### config.mk
export PLATFORM = sky130hd
export DESIGN_NAME = ps2_send
export DESIGN_NICKNAME = d
export VERILOG_FILES = /design/src/rtl/ps2_send_pkg.sv /design/src/rtl/ps2_clk_filter.sv /design/src/rtl/ps2_send.sv
export SDC_FILE = /design/constraint.sdc
export NUM_CORES = 1
export LEC_CHECK = 0
export ABC_AREA = 1
export BUFFER_PORTS_ARGS = -buffer_cell sky130_fd_sc_hd__buf_2
export CORE_MARGIN = 1.5
export CORE_UTILIZATION = 65
export DETAILED_ROUTE_END_ITERATION = 8
export PLACE_DENSITY = 0.94
export RECOVER_POWER = 25
export SYNTH_ARGS = -nofsm -noshare
export SYNTH_HDL_FRONTEND = slang
export SYNTH_SLANG_ARGS = --single-unit
### constraint.sdc
create_clock -name clock -period 3 [get_ports clock]
set_clock_uncertainty 0.15 [all_clocks]
set_input_delay 0.45 -clock clock [delete_from_list [all_inputs] [get_ports clock]]
set_output_delay 0.45 -clock clock [all_outputs]
set_load 0.01 [all_outputs]
### src/rtl/ps2_send_pkg.sv
// ps2_send_pkg: shared types and 25 MHz timing defaults for the PS/2 host
// transmitter.
package ps2_send_pkg;

  typedef enum logic [2:0] {
    IDLE,
    INHIBIT,
    DATA,
    STOP,
    ACK
  } state_t;

  // 100 us clock-low inhibit at 25 MHz
  localparam int INHIBIT_CYC_25M = 2500;
  // 15 ms from clock release to end of ACK at 25 MHz
  localparam int TIMEOUT_CYC_25M = 375000;
  // consecutive equal samples before a new clock level is accepted
  localparam int FILTER_LEN_DEF  = 4;

  // PS/2 frames carry odd parity over the eight data bits
  function automatic logic odd_parity(input logic [7:0] d);
    return ~^d;
  endfunction

endpackage

### src/rtl/ps2_clk_filter.sv
// ps2_clk_filter: 2-flop synchronizer, FILTER_LEN glitch filter and
// one-cycle falling-edge pulse for an asynchronous PS/2 clock line.
module ps2_clk_filter
  import ps2_send_pkg::*;
#(
  parameter int FILTER_LEN = FILTER_LEN_DEF
) (
  input  logic clock,
  input  logic reset,
  input  logic line_i,
  output logic level,
  output logic fall
);

  localparam int CW = $clog2(FILTER_LEN + 1);

  logic [1:0]    sync;
  logic [CW-1:0] cnt;

  // Two-stage synchronizer; resets to the idle-high line level
  always_ff @(posedge clock or posedge reset) begin
    if (reset) sync <= 2'b11;
    else       sync <= {sync[0], line_i};
  end

  // Accept a new level only after FILTER_LEN samples that disagree with it
  always_ff @(posedge clock or posedge reset) begin
    if (reset) begin
      level <= 1'b1;
      cnt   <= '0;
      fall  <= 1'b0;
    end else begin
      fall <= 1'b0;
      if (sync[1] == level) begin
        cnt <= '0;
      end else if (cnt == CW'(FILTER_LEN - 1)) begin
        level <= sync[1];
        cnt   <= '0;
        fall  <= level;
      end else begin
        cnt <= cnt + 1'b1;
      end
    end
  end

endmodule

### src/rtl/ps2_send.sv
// ps2_send: PS/2 host-to-device transmitter (write side of the keyboard
// link). Pins are driven open-drain through ps2_clk_oe / ps2_dat_oe.
// Build option: define PS2SEND_ACK_CHECK_EN to turn a missing device ACK
// into tx_error; otherwise the ACK-clock fall always completes with tx_done.
//
// state   | meaning
// IDLE    | lines released, waiting for tx_start
// INHIBIT | clock held low, start bit asserted just before release
// DATA    | 8 data bits then parity, one per device clock fall
// STOP    | next fall releases data (stop bit = 1)
// ACK     | next fall samples the device ACK bit
module ps2_send
  import ps2_send_pkg::*;
#(
  parameter int INHIBIT_CYC = INHIBIT_CYC_25M,
  parameter int TIMEOUT_CYC = TIMEOUT_CYC_25M,
  parameter int FILTER_LEN  = FILTER_LEN_DEF
) (
  input  logic       clock,
  input  logic       reset,
  input  logic       ps2_clk_i,
  input  logic       ps2_dat_i,
  output logic       ps2_clk_oe,
  output logic       ps2_dat_oe,
  input  logic [7:0] tx_data,
  input  logic       tx_start,
  output logic       tx_busy,
  output logic       tx_done,
  output logic       tx_error
);

`ifdef PS2SEND_ACK_CHECK_EN
  localparam bit ACK_CHECK = 1'b1;
`else
  localparam bit ACK_CHECK = 1'b0;
`endif

  localparam int IW = $clog2(INHIBIT_CYC + 1);
  localparam int TW = $clog2(TIMEOUT_CYC + 1);

  state_t        state;
  logic [8:0]    shift;
  logic [IW-1:0] inh_cnt;
  logic [TW-1:0] to_cnt;
  logic [3:0]    bit_cnt;
  logic [1:0]    dat_sync;
  logic          clk_level;
  logic          clk_fall_raw;
  logic          clk_fall;
  logic          timeout_hit;

  ps2_clk_filter #(
    .FILTER_LEN(FILTER_LEN)
  ) u_clk_filter (
    .clock (clock),
    .reset (reset),
    .line_i(ps2_clk_i),
    .level (clk_level),
    .fall  (clk_fall_raw)
  );

  // A fall is honoured only while the filtered level still reads low
  assign clk_fall    = clk_fall_raw & ~clk_level;
  assign timeout_hit = (to_cnt == TW'(TIMEOUT_CYC - 1));

  // Data line synchronizer used for the ACK sample
  always_ff @(posedge clock or posedge reset) begin
    if (reset) dat_sync <= 2'b11;
    else       dat_sync <= {dat_sync[0], ps2_dat_i};
  end

  // Transfer sequencer with registered pin enables and status pulses
  always_ff @(posedge clock or posedge reset) begin
    if (reset) begin
      state      <= IDLE;
      shift      <= '0;
      inh_cnt    <= '0;
      to_cnt     <= '0;
      bit_cnt    <= '0;
      ps2_clk_oe <= 1'b0;
      ps2_dat_oe <= 1'b0;
      tx_busy    <= 1'b0;
      tx_done    <= 1'b0;
      tx_error   <= 1'b0;
    end else begin
      tx_done  <= 1'b0;
      tx_error <= 1'b0;
      case (state)
        IDLE: begin
          // a start coinciding with a completion pulse is dropped
          if (tx_start && !tx_done && !tx_error) begin
            shift      <= {odd_parity(tx_data), tx_data};
            inh_cnt    <= '0;
            bit_cnt    <= '0;
            ps2_clk_oe <= 1'b1;
            tx_busy    <= 1'b1;
            state      <= INHIBIT;
          end
        end
        INHIBIT: begin
          // registered enables: decisions one count early so the clock is
          // held low for exactly INHIBIT_CYC cycles
          inh_cnt <= inh_cnt + 1'b1;
          if (inh_cnt == IW'(INHIBIT_CYC - 2)) ps2_dat_oe <= 1'b1;
          if (inh_cnt == IW'(INHIBIT_CYC - 1)) begin
            ps2_clk_oe <= 1'b0;
            to_cnt     <= '0;
            state      <= DATA;
          end
        end
        DATA, STOP, ACK: begin
          to_cnt <= to_cnt + 1'b1;
          if (timeout_hit) begin
            ps2_clk_oe <= 1'b0;
            ps2_dat_oe <= 1'b0;
            tx_busy    <= 1'b0;
            tx_error   <= 1'b1;
            state      <= IDLE;
          end else if (clk_fall) begin
            case (state)
              DATA: begin
                ps2_dat_oe <= ~shift[0];
                shift      <= {1'b0, shift[8:1]};
                if (bit_cnt == 4'd8) state <= STOP;
                else                 bit_cnt <= bit_cnt + 1'b1;
              end
              STOP: begin
                ps2_dat_oe <= 1'b0;
                state      <= ACK;
              end
              default: begin
                tx_busy <= 1'b0;
                if (ACK_CHECK && dat_sync[1]) tx_error <= 1'b1;
                else                          tx_done  <= 1'b1;
                state <= IDLE;
              end
            endcase
          end
        end
        default: state <= IDLE;
      endcase
    end
  end

endmodule

# ---- Word level (Yosys, flattened, before mapping)
# Cells that the tools add are included.
dict set report classes {
  muxes 45
  eq_ne 22
  n_bitwise 4
  add_sub_neg 4
  reduce_logical 21
}
# cell n
set ops {}
lappend ops {{case mux 19 bit (2 select lines)} 1}
lappend ops {{two-way mux 9 bit} 4}
lappend ops {{== test 12 bit (second input constant)} 2}
lappend ops {{case mux 12 bit (2 select lines)} 1}
lappend ops {{two-way mux 3 bit} 7}
lappend ops {{two-way mux 4 bit} 5}
lappend ops {{adder 19 x 1 -> 19 bit (second input constant)} 1}
lappend ops {{== test 19 bit (second input constant)} 1}
lappend ops {{two-way mux 19 bit} 1}
lappend ops {{case mux 9 bit (2 select lines)} 1}
lappend ops {{two-way mux 1 bit} 17}
lappend ops {{!= test 2 bit (second input constant)} 8}
lappend ops {{AND reduction 4 bit} 4}
lappend ops {{adder 12 x 1 -> 12 bit (second input constant)} 1}
lappend ops {{two-way mux 12 bit} 1}
lappend ops {{== test 3 x 2 -> 1 bit (second input constant)} 3}
lappend ops {{case mux 3 bit (3 select lines)} 1}
lappend ops {{!= test 4 bit (second input constant)} 2}
lappend ops {{case mux 4 bit (2 select lines)} 1}
lappend ops {{XNOR reduction 8 bit} 1}
lappend ops {{!= test 3 bit (second input constant)} 2}
lappend ops {{case mux 1 bit (2 select lines)} 3}
lappend ops {{case mux 3 bit (2 select lines)} 1}
lappend ops {{AND reduction 2 bit} 3}
lappend ops {{18 further kinds} 24}
dict set report totals {
  input_bits 13
  reg_bits 59
}

# ---- Depth between registers and ports, before layout
# Gate-level depths: netlist of run 1.
dict set report depth {
  ltp_word 6
  ltp_mapped 10
  mapped_depth_nobuf 10
}

# ---- Hierarchy
# Synthesis of run 1 repeated with hierarchy kept, for this count alone.
dict set report hier_totals {
  cells_unflattened 441
  area_unflattened_um2 3390.8
}
# mod instances area_each_um2 seq_area_each_um2 cells_each
set by_module_without_submodules {}
lappend by_module_without_submodules {ps2_send 1 3116.7 1301.2 413}
lappend by_module_without_submodules {ps2_clk_filter 1 274.0 178.9 28}

# ---- Worst setup path before layout of run 1
# OpenSTA, ideal clock, no wires.
dict set report synth_path {
  path_kind {register -> register}
  startpoint {register to_cnt[0]}
  endpoint {register shift[7]}
  arrival_ns 1.488
  path_slack_ns 1.241
  synth_period_minus_slack_ns 1.759
  path_stages_with_launch 10
  t_required_ns 2.729
  cell_sequence {dfrtp_1 ha_1 inv_1 nor2_2 nand3_1 nor2_1 nand2_1 nand2_2 buf_6 o21ai_1}
}
dict set report synth_via {
  elab_chain_len 3
}
# item line
set synth_rtl {}
lappend synth_rtl {{from (decl)} ps2_send.sv:44} ;# logic [TW-1:0] to_cnt;
lappend synth_rtl {{from (signal assigned)} ps2_send.sv:112} ;# to_cnt <= to_cnt + 1'b1;
lappend synth_rtl {{== test 19 bit} ps2_send.sv:64} ;# assign timeout_hit = (to_cnt == TW'(TIMEOUT_CYC - 1));
lappend synth_rtl {{!= test 2 bit (no source line)} n/a}
lappend synth_rtl {{AND reduction 5 bit (no source line)} n/a}
lappend synth_rtl {{to (signal assigned)} ps2_send.sv:92} ;# shift <= {odd_parity(tx_data), tx_data};
lappend synth_rtl {{to (signal assigned)} ps2_send.sv:123} ;# shift <= {1'b0, shift[8:1]};
lappend synth_rtl {{to (decl)} ps2_send.sv:42} ;# logic [8:0] shift;
# Every way passes these cells.
# A chain may end at the register's enable or synchronous reset.

==> results of run 1 <==
final cells by class:
class | count | area [um2] | area share, %
clock buffer | 12 | 155 | 4.14
tap | 70 | 87.6 | 2.34
timing repair buffer | 22 | 121 | 3.24
clock inverter | 4 | 48.8 | 1.30
sequential | 59 | 1480 | 39.5
multi-input combinational | 310 | 1600 | 42.6
inverter | 67 | 254 | 6.78
state kept, by name, summed over array words and instances, names as in the netlist, 2 cells and up:
signal	count
shift	9
u_clk_filter.cnt	3
state	3
bit_cnt	4
u_clk_filter.sync	2
inh_cnt	12
to_cnt	19
Yosys cell counts, types with 6 or more instances:
master	instances	area (um2)
a21oi_1	6	30.0
dfrtp_1	56	1400
ha_1	6	75.1
inv_1	66	248
mux2i_1	8	80.1
nand2_1	100	375
nand3_1	32	160
nand4_1	11	68.8
nor2_1	47	176
nor3_1	10	50.1
o21ai_0	39	195
o22ai_1	9	56.3
xor2_1	12	105
metal layers:
metal | wire length [um] | up-vias | track usage [%]
li1 | - | 1491 | -
met1 | 3130 | 1418 | 35.0
met2 | 3520 | 120 | 47.3
met3 | 378 | 27 | 5.22
met4 | 226 | 0 | 16.6
met5 | 0 | - | 0
per-stage QoR:
step / total power [W] / instance area (um2) / hold slack [ns]
2_1_floorplan: 0.00198 / 3360 / 0.195
3_3_place_gp: 0.00219 / 3540 / 0.197
3_5_place_dp: 0.00225 / 3540 / 0.207
4_1_cts: 0.00300 / 3750 / 0.0521
5_1_grt: 0.00320 / 3740 / 0.0456
6_report: 0.00300 / 3740 / 0.0565
cell families (layout without fill, tap and decap cells):
family / after synthesis / after routing / synth area share [%]
buffers and inverters: 73 / 105 / 8.55
muxes: 8 / 8 / 2.38
and+or+nand+nor: 216 / 216 / 28.3
AOI/OAI and AO/OA: 63 / 63 / 10.1
xor gates and xnor gates: 17 / 17 / 4.43
DFF: 59 / 59 / 44.0
adders and majority gates: 6 / 6 / 2.23
worst max-delay path, cell delays in order:
cell,delay (ns)
dlygate4sd3_1,0.53
buf_2,0.12
inv_1,0.50
clkbuf_1,0.86
worst paths after layout:
| kind | from | endpoint | slack [ns] |
|---|---|---|---|
| worst max-delay path | reset | inh_cnt[3] | 0.69 |
| worst min register to register | u_clk_filter.sync[0] | u_clk_filter.sync[1] | 0.22 |
| worst min-delay path | ps2_clk_i | u_clk_filter.sync[0] | 0.06 |
| worst max register to register | to_cnt[0] | shift[8] | 0.79 |
| min in group asynchronous | reset | state[1] | 0.60 |
| max in group clock | to_cnt[0] | shift[8] | 0.79 |
what timing repair did:
action / 4_1_cts / 5_1_grt
hold buffers: 1 / 0
setup endpoints to repair: 0 / 0
endpoints found under the hold margin: 14 / 0
report_power, final:
group	switching (W)	internal (W)	total, W
combinational	0.000752	0.000376	0.00113
sequential	0.000155	0.000980	0.00113
clock	0.000310	0.000427	0.000738
placed cells by master (no fill, tap or decap), types with 3 or more instances in the layout:
cell type  instances
buf_2             14
clkbuf_8          11
mux2i_1            8
nor3_1            10
o21ai_0           39
xnor2_1            5
nor2_1            47
nand3b_1           3
o22ai_1            9
dfrtp_1           56
xor2_1            12
a21oi_1            6
buf_4              4
nand4_1           11
nand2_1          100
o21ai_1            5
ha_1               6
nand3_1           32
inv_1             66
clkbuf_1           4
==> flow_summary.toml, run 1 <==
[run_status]
outcome = "complete, no violations"

[finish]
post-route-util_pct = 74.2
nNetsFinal = 488
final_cells = 544
syn_to_final_growth_pct = 11.3
fillers = 342
drive_gt1_share_pct = 10.1
antenna_cells = 0

[timing]
hold_viol = 0
max_clock_freq_mhz = 433
fin_setup_tns_ns = 0
drv_slew = 0
period_minus_slack_ns = 2.31
period_share_pct = 77.1
tightest_slew_ns = 1.07
relSlewSlack_pct = 28.5
final-setup-viol-count = 0
rsz0062_at_grt = "no"
setup_ws_ns = 0.688

[power]
vdd_drop_max_v = 0.000627
power.density_mw_per_mm2 = 802
p_leak_nw = 1.72

[clock_tree]
ctsResizeCount = 0
cts_sinks = 59
cts_tree = "done"
clock_latency_ns = 0.35
htreeDepth = 3
cts_buffers = 9
cts_setup_buffers = 0
clockRootBuffer = "clkbuf_8"
clockBufferDepth = 2
path_clk_slew_ns = 0.06

[placed_design]
numPortBuffers = 16
dp_hpwl_um = 5110
place_ws_ns = 0.872
place.gp.congestion = 0.982
dp.cells = 527

[hold_path]
hold_path.class = "in -> reg"
min_path_cells = 1

[route]
ant_nets = 0
dr.pass1.iters = 5
wl_per_cell_um = 13.3
viasPerCell = 5.62
dr_total_vias = 3056
drt-initial-drc-count = 272
wl_um = 7260
drc_errors = 0

[yosys]
synth-main-ff-cell = "dfrtp_1"
synthCells = 442
synthesis.area_mm2 = 0.00336
synth_edf_count = 0
synth_nets = 461
synth.distinct_cells = 35
async_flop_share_pct = 100
ys_seq_elements = 59
synth_seq_area_share_pct = 44.0
ys_warn_count = 0
avgSynthCellArea_um2 = 7.61

[floorplan]
fp.dieW_um = 74.9
initial_utilization_pct = 66.7
die_y_um = 74.9
coreArea_mm2 = 0.00504
die_area_mm2 = 0.00562
design.portCount = 18
rows = 26

[global_routing]
grt_pass1_vias = 2897
grt_pass1_wl_um = 12100
overflow = 0
antenna_found_initial = 0
grt_max_degree = 24
grt_use_total_pct = 28.6

[critical_path]
reg2reg_depth = 10
end_kind = "async pin"
critPathLaunchType = "primary input"
crit_arrival_ns = 2.47
required_ns = 3.16
crit_fanout = 20
path_class = "in -> async"

[run]
drv_cap = 0
(Power assumes the default switching activity.)
==> run 2, diff against run 1 <==
--- a/config.mk
+++ b/config.mk
@@ -8,9 +8,9 @@
 export ABC_AREA = 1
 export BUFFER_PORTS_ARGS = -buffer_cell sky130_fd_sc_hd__buf_2
 export CORE_MARGIN = 1.5
-export CORE_UTILIZATION = 65
+export CORE_UTILIZATION = 55
 export DETAILED_ROUTE_END_ITERATION = 8
-export PLACE_DENSITY = 0.94
+export PLACE_DENSITY = 0.86
 export RECOVER_POWER = 25
 export SYNTH_ARGS = -nofsm -noshare
 export SYNTH_HDL_FRONTEND = slang
==> constraint.sdc (replaced) <==
create_clock -name clock -period 1.95 [get_ports clock]
set_clock_uncertainty 0.15 [all_clocks]
set_input_delay 0.2925 -clock clock [delete_from_list [all_inputs] [get_ports clock]]
set_output_delay 0.2925 -clock clock [all_outputs]
set_load 0.01 [all_outputs]
==> flow_summary.toml, run 2 (synthesized netlist as in run 1, its figures left out) <==
[clock_tree]
cts_setup_buffers = 0
clockBufferDepth = 2
clock_latency_ns = 0.34
htreeDepth = 3
cts_sinks = 59
cts_tree = "done"
cts_buffers = 9
path_clk_slew_ns = 0.07
clockRootBuffer = "clkbuf_8"

[timing]
relSlewSlack_pct = 47.1
hold_viol = 0
fin_setup_tns_ns = 0
holdWs_ns = 0.108
final-setup-viol-count = 0
max_clock_freq_mhz = 550
period_minus_slack_ns = 1.82
drv_slew = 0
tightest_slew_ns = 0.794
period_share_pct = 93.2

[finish]
syn_to_final_growth_pct = 15.8
biggestRegsByFlops = "to_cnt: 19 flops, inh_cnt: 12 flops, shift: 9 flops"
drive_gt1_share_pct = 13.5
final_cell_mix = "nand2_1, inv_1, dfrtp_1"
nNetsFinal = 497
top_register = "to_cnt"
final_common_cell = "nand2_1"
largest_register_ffs = 19
antenna_cells = 0
fin_area_mm2 = 0.00390

[critical_path]
cp_num_buf_inv = 1
critPathLaunchType = "flop"
end_kind = "flop"
path_delay_family = "simple AND/OR/NAND/NOR gates"
crit_fanout = 7
path_class = "reg -> reg"
crit_path_max_incr_delay_ns = 0.46
path_cells = "nor2_2 > nand2_1 > nand2_4 > nor2_1 > a21oi_2 > inv_1 > nand2_1 > o21ai_0"
cpMostUsedCell = "nand2_1"
crit_arrival_ns = 1.86
crit_slowest_cell = "dfrtp_2"
required_ns = 1.99

[floorplan]
coreArea_mm2 = 0.00592
rows = 28
design.portCount = 18
die_y_um = 81.2
fp.dieW_um = 81.2
die_area_mm2 = 0.00660
initial_utilization_pct = 56.8

[global_routing]
overflow = 0
grt_pass1_vias = 2809
grt_use_total_pct = 24.7
grt_pass1_wl_um = 12500
antenna_found_initial = 0
grt_max_degree = 60

[power]
p_leak_nw = 1.79
power.internal_w = 0.00309
p_sw_share_pct = 38.4
p_sw_w = 0.00192
vdd_drop_max_v = 0.000800
seqPwrFrac_pct = 34.8
pwr-share-clk_pct = 27.5
p_total_w = 0.00501
power.density_mw_per_mm2 = 1290
share_comb_of_total_power_pct = 37.6

[route]
wl_um = 7250
dr.pass1.iters = 5
drt-initial-drc-count = 155
wl_per_cell_um = 13.0
drc_errors = 0
viasPerCell = 5.37
ant_nets = 0
dr_total_vias = 2996

[placed_design]
dp_hpwl_um = 5030
place.gp.congestion = 0.903
placed_cell_area_mm2 = 0.00361
numPortBuffers = 16

[run]
drv_cap = 0

[run_status]
outcome = "complete, no violations"

[hold_path]
hold_path.class = "in -> reg"
==> run 2: changes by cell type in the layout (fill, tap and decap cells not counted), moves of 2 or more <==
cell	delta
clkbuf_1	-2
buf_4	+7
clkinv_2	-2
bufinv_16	+2
nand2_4	+2
dfrtp_2	+2
dfrtp_1	-2
buf_2	+2
==> run 2: final cells by class <==
cell class,instances,area [um2]
inverter,67,254
sequential,59,1480
timing repair buffer,30,190
clock buffer,12,145
tap,75,93.8
clock inverter,4,97.6
multi-input combinational,311,1630
fill,480,2020
==> run 2: power groups by stage <==
stage	sequential, W	clock, W	combinational, W
floorplan	0.00172	0	0.00133
global placement	0.00174	0	0.00175
detailed placement	0.00175	0	0.00181
CTS	0.00173	0.00140	0.00183
global route	0.00179	0.00144	0.00215
finish	0.00175	0.00138	0.00189
==> run 2: per-stage QoR <==
step	std cells	util, %	setup slack [ns]
after detailed placement	539	60.9	0.0523
after floorplan	442	-	0.0561
after global placement	539	60.9	0.116
after CTS	557	65.4	0.0246
final	558	65.8	0.132
after global routing	558	65.8	-0.00782
==> run 2: final timing paths <==
path	from	endpoint	slack [ns]	cells after the start
worst min-delay path	tx_data[7]	shift[7]	0.11	3
worst max-delay path	state[1]	to_cnt[9]	0.13	8
max in group asynchronous	reset	state[1]	0.48	4
worst max register to register	state[1]	to_cnt[9]	0.13	8
min in group asynchronous	reset	u_clk_filter.cnt[2]	0.60	4
worst min register to register	u_clk_filter.sync[0]	u_clk_filter.sync[1]	0.21	0
==> run 2: what timing repair did <==
| action | CTS | global route |
|---|---|---|
| hold buffers | 2 | 0 |
| setup endpoints to repair | 0 | 18 |
| gates resized for setup | 0 | 10 |
| endpoints found under the hold margin | 57 | 0 |
==> run 2: worst register-to-register path, stage by stage, from the launching register on <==
cell and delay, ns:
dfrtp_2 0.46, nor2_2 0.18, nand2_1 0.15, nand2_4 0.15, nor2_1 0.08, a21oi_2 0.16
inv_1 0.13, nand2_1 0.09, o21ai_0 0.12
==> run 2: layer usage <==
metal	part of all wire, %	up-vias	GRT usage (%)
met3	4.3	16	3.93
met5	0	-	0
li1	-	1497	-
met1	45	1404	32.9
met2	48	79	39.7
met4	2.3	0	10.7
==> run 3, diff against run 2 <==
--- a/config.mk
+++ b/config.mk
@@ -7,11 +7,12 @@
 export LEC_CHECK = 0
 export ABC_AREA = 1
 export BUFFER_PORTS_ARGS = -buffer_cell sky130_fd_sc_hd__buf_2
+export CAP_MARGIN = 15
+export CORE_ASPECT_RATIO = 1.2
 export CORE_MARGIN = 1.5
 export CORE_UTILIZATION = 55
 export DETAILED_ROUTE_END_ITERATION = 8
 export PLACE_DENSITY = 0.86
-export RECOVER_POWER = 25
 export SYNTH_ARGS = -nofsm -noshare
 export SYNTH_HDL_FRONTEND = slang
 export SYNTH_SLANG_ARGS = --single-unit
==> flow_summary.toml, run 3 (synthesized netlist as in run 1, its figures left out) <==
[critical_path]
r2r_slack_ns = 0.12
r2r-end = "shift[5]"
worstReg2RegStart = "to_cnt[0]"
path_delay_family = "simple AND/OR/NAND/NOR gates"
crit_path_max_incr_delay_ns = 0.41
crit_arrival_ns = 1.90
path_class = "reg -> reg"
cp_num_buf_inv = 1
crit_slowest_cell = "dfrtp_1"
reg2reg_depth = 8
critPathLaunchType = "flop"
path_cells = "ha_1 > inv_1 > nor2_4 > nand3_1 > nor2_2 > nand2_4 > nand2_2 > o21ai_0"
crit_fanout = 9
required_ns = 2.01
end_kind = "flop"

[global_routing]
overflow = 0
antenna_found_initial = 0
grt_max_degree = 41
grt_pass1_wl_um = 12200
grt_use_total_pct = 23.9
grt_pass1_vias = 2926

[floorplan]
coreArea_mm2 = 0.00597
die_area_mm2 = 0.00660
rows = 31
die_y_um = 88.7
fp.dieW_um = 74.4
design.portCount = 18
initial_utilization_pct = 56.3

[finish]
final_common_cell = "nand2_1"
post-route-util_pct = 65.3
biggestRegsByFlops = "to_cnt: 19 flops, inh_cnt: 12 flops, shift: 9 flops"
largest_register_ffs = 19
final_cell_mix = "nand2_1, inv_1, dfrtp_1"
syn_to_final_growth_pct = 16.0
drive_gt1_share_pct = 13.7
nNetsFinal = 496
top_register = "to_cnt"
antenna_cells = 0

[route]
wl_um = 7320
ant_nets = 0
drt-initial-drc-count = 254
dr_total_vias = 3067
dr.pass1.iters = 5
viasPerCell = 5.44
drc_errors = 0
wl_per_cell_um = 13.0

[power]
share_comb_of_total_power_pct = 38.4
power.density_mw_per_mm2 = 1260
power.internal_w = 0.00298
p_sw_w = 0.00192
seqPwrFrac_pct = 35.7
vdd_drop_max_v = 0.000876
p_total_w = 0.00490
p_sw_share_pct = 39.1
p_leak_nw = 1.79
pwr-share-clk_pct = 26.0

[timing]
relSlewSlack_pct = 70.5
hold_viol = 0
drv_slew = 0
fin_setup_tns_ns = 0
final-setup-viol-count = 0
max_clock_freq_mhz = 546
period_minus_slack_ns = 1.83
period_share_pct = 93.9
tightest_slew_ns = 0.442

[hold_path]
hold_path.class = "in -> reg"
hold_start = "tx_data[7]"
min_path_cells = 3
min_to = "shift[7]"

[clock_tree]
clock_latency_ns = 0.34
cts_setup_buffers = 0
clockRootBuffer = "clkbuf_8"
cts_buffers = 9
cts_sinks = 59
clockBufferDepth = 2
cts_tree = "done"
path_clk_slew_ns = 0.06
htreeDepth = 3

[placed_design]
place.gp.congestion = 0.909
dp_hpwl_um = 4970
numPortBuffers = 16

[run_status]
outcome = "complete, no violations"

[run]
drv_cap = 0
[run 3: changes by cell type in the layout (fill, tap and decap cells not counted), sizes merged]
cell	previous run	this run
clkbuf	13	12
bufinv	3	2
clkinv	0	1
[run 3: metrics by stage]
step / cell area, um2 / setup slack [ns] / hold WS [ns] / std cells
CTS: 3860 / 0.0136 / 0.114 / 563
global route: 3900 / -0.00295 / 0.132 / 564
global placement: 3610 / 0.102 / 0.169 / 545
floorplan: 3360 / 0.0561 / 0.147 / 442
finish: 3900 / 0.119 / 0.113 / 564
detailed placement: 3610 / 0.0625 / 0.179 / 545
[run 3: routing by layer]
metal,vias up,share of wire (%),wire length (um),track usage (%)
met5,-,0,0,0
met4,0,3.2,231,12.4
met3,26,4.9,356,3.53
met2,104,50,3630,40.8
met1,1435,42,3100,29.2
li1,1502,-,-,-
[run 3: worst min-delay path: stages]
cell and delay (ns):
buf_2 0.09, mux2i_1 0.06, o21ai_1 0.11
[run 3: how the worst max path moves through the flow]
stage,end,from,cells past startpoint
2_1_floorplan,bit_cnt[0],reset,1
3_3_place_gp,shift[8],to_cnt[0],10
3_5_place_dp,shift[8],to_cnt[0],10
4_1_cts,shift[8],to_cnt[0],10
5_1_grt,bit_cnt[0],state[2],9
6_report,shift[5],to_cnt[0],8
[run 3: area by class of cell]
| class | instances | area, um2 |
|---|---|---|
| Multi-Input combinational cell | 311 | 1640 |
| Sequential cell | 59 | 1480 |
| Timing Repair Buffer | 29 | 195 |
| Clock inverter | 4 | 72.6 |
| Clock buffer | 12 | 155 |
| Tap cell | 82 | 103 |
| Inverter | 67 | 254 |
| Fill cell | 492 | 2070 |
[run 3: timing repair]
| action | in CTS | in global routing |
|---|---|---|
| endpoints found under the hold margin | 20 | 0 |
| setup endpoints to repair | 0 | 20 |
| hold buffers | 2 | 0 |
| gates resized for setup | 0 | 11 |
[run 3: power by group through the flow]
stage | logic, W | clock network (W) | registers [W]
3_5_place_dp | 0.00178 | 0 | 0.00175
6_report | 0.00188 | 0.00127 | 0.00175
5_1_grt | 0.00214 | 0.00132 | 0.00179
3_3_place_gp | 0.00174 | 0 | 0.00174
4_1_cts | 0.00181 | 0.00128 | 0.00174
2_1_floorplan | 0.00133 | 0 | 0.00172
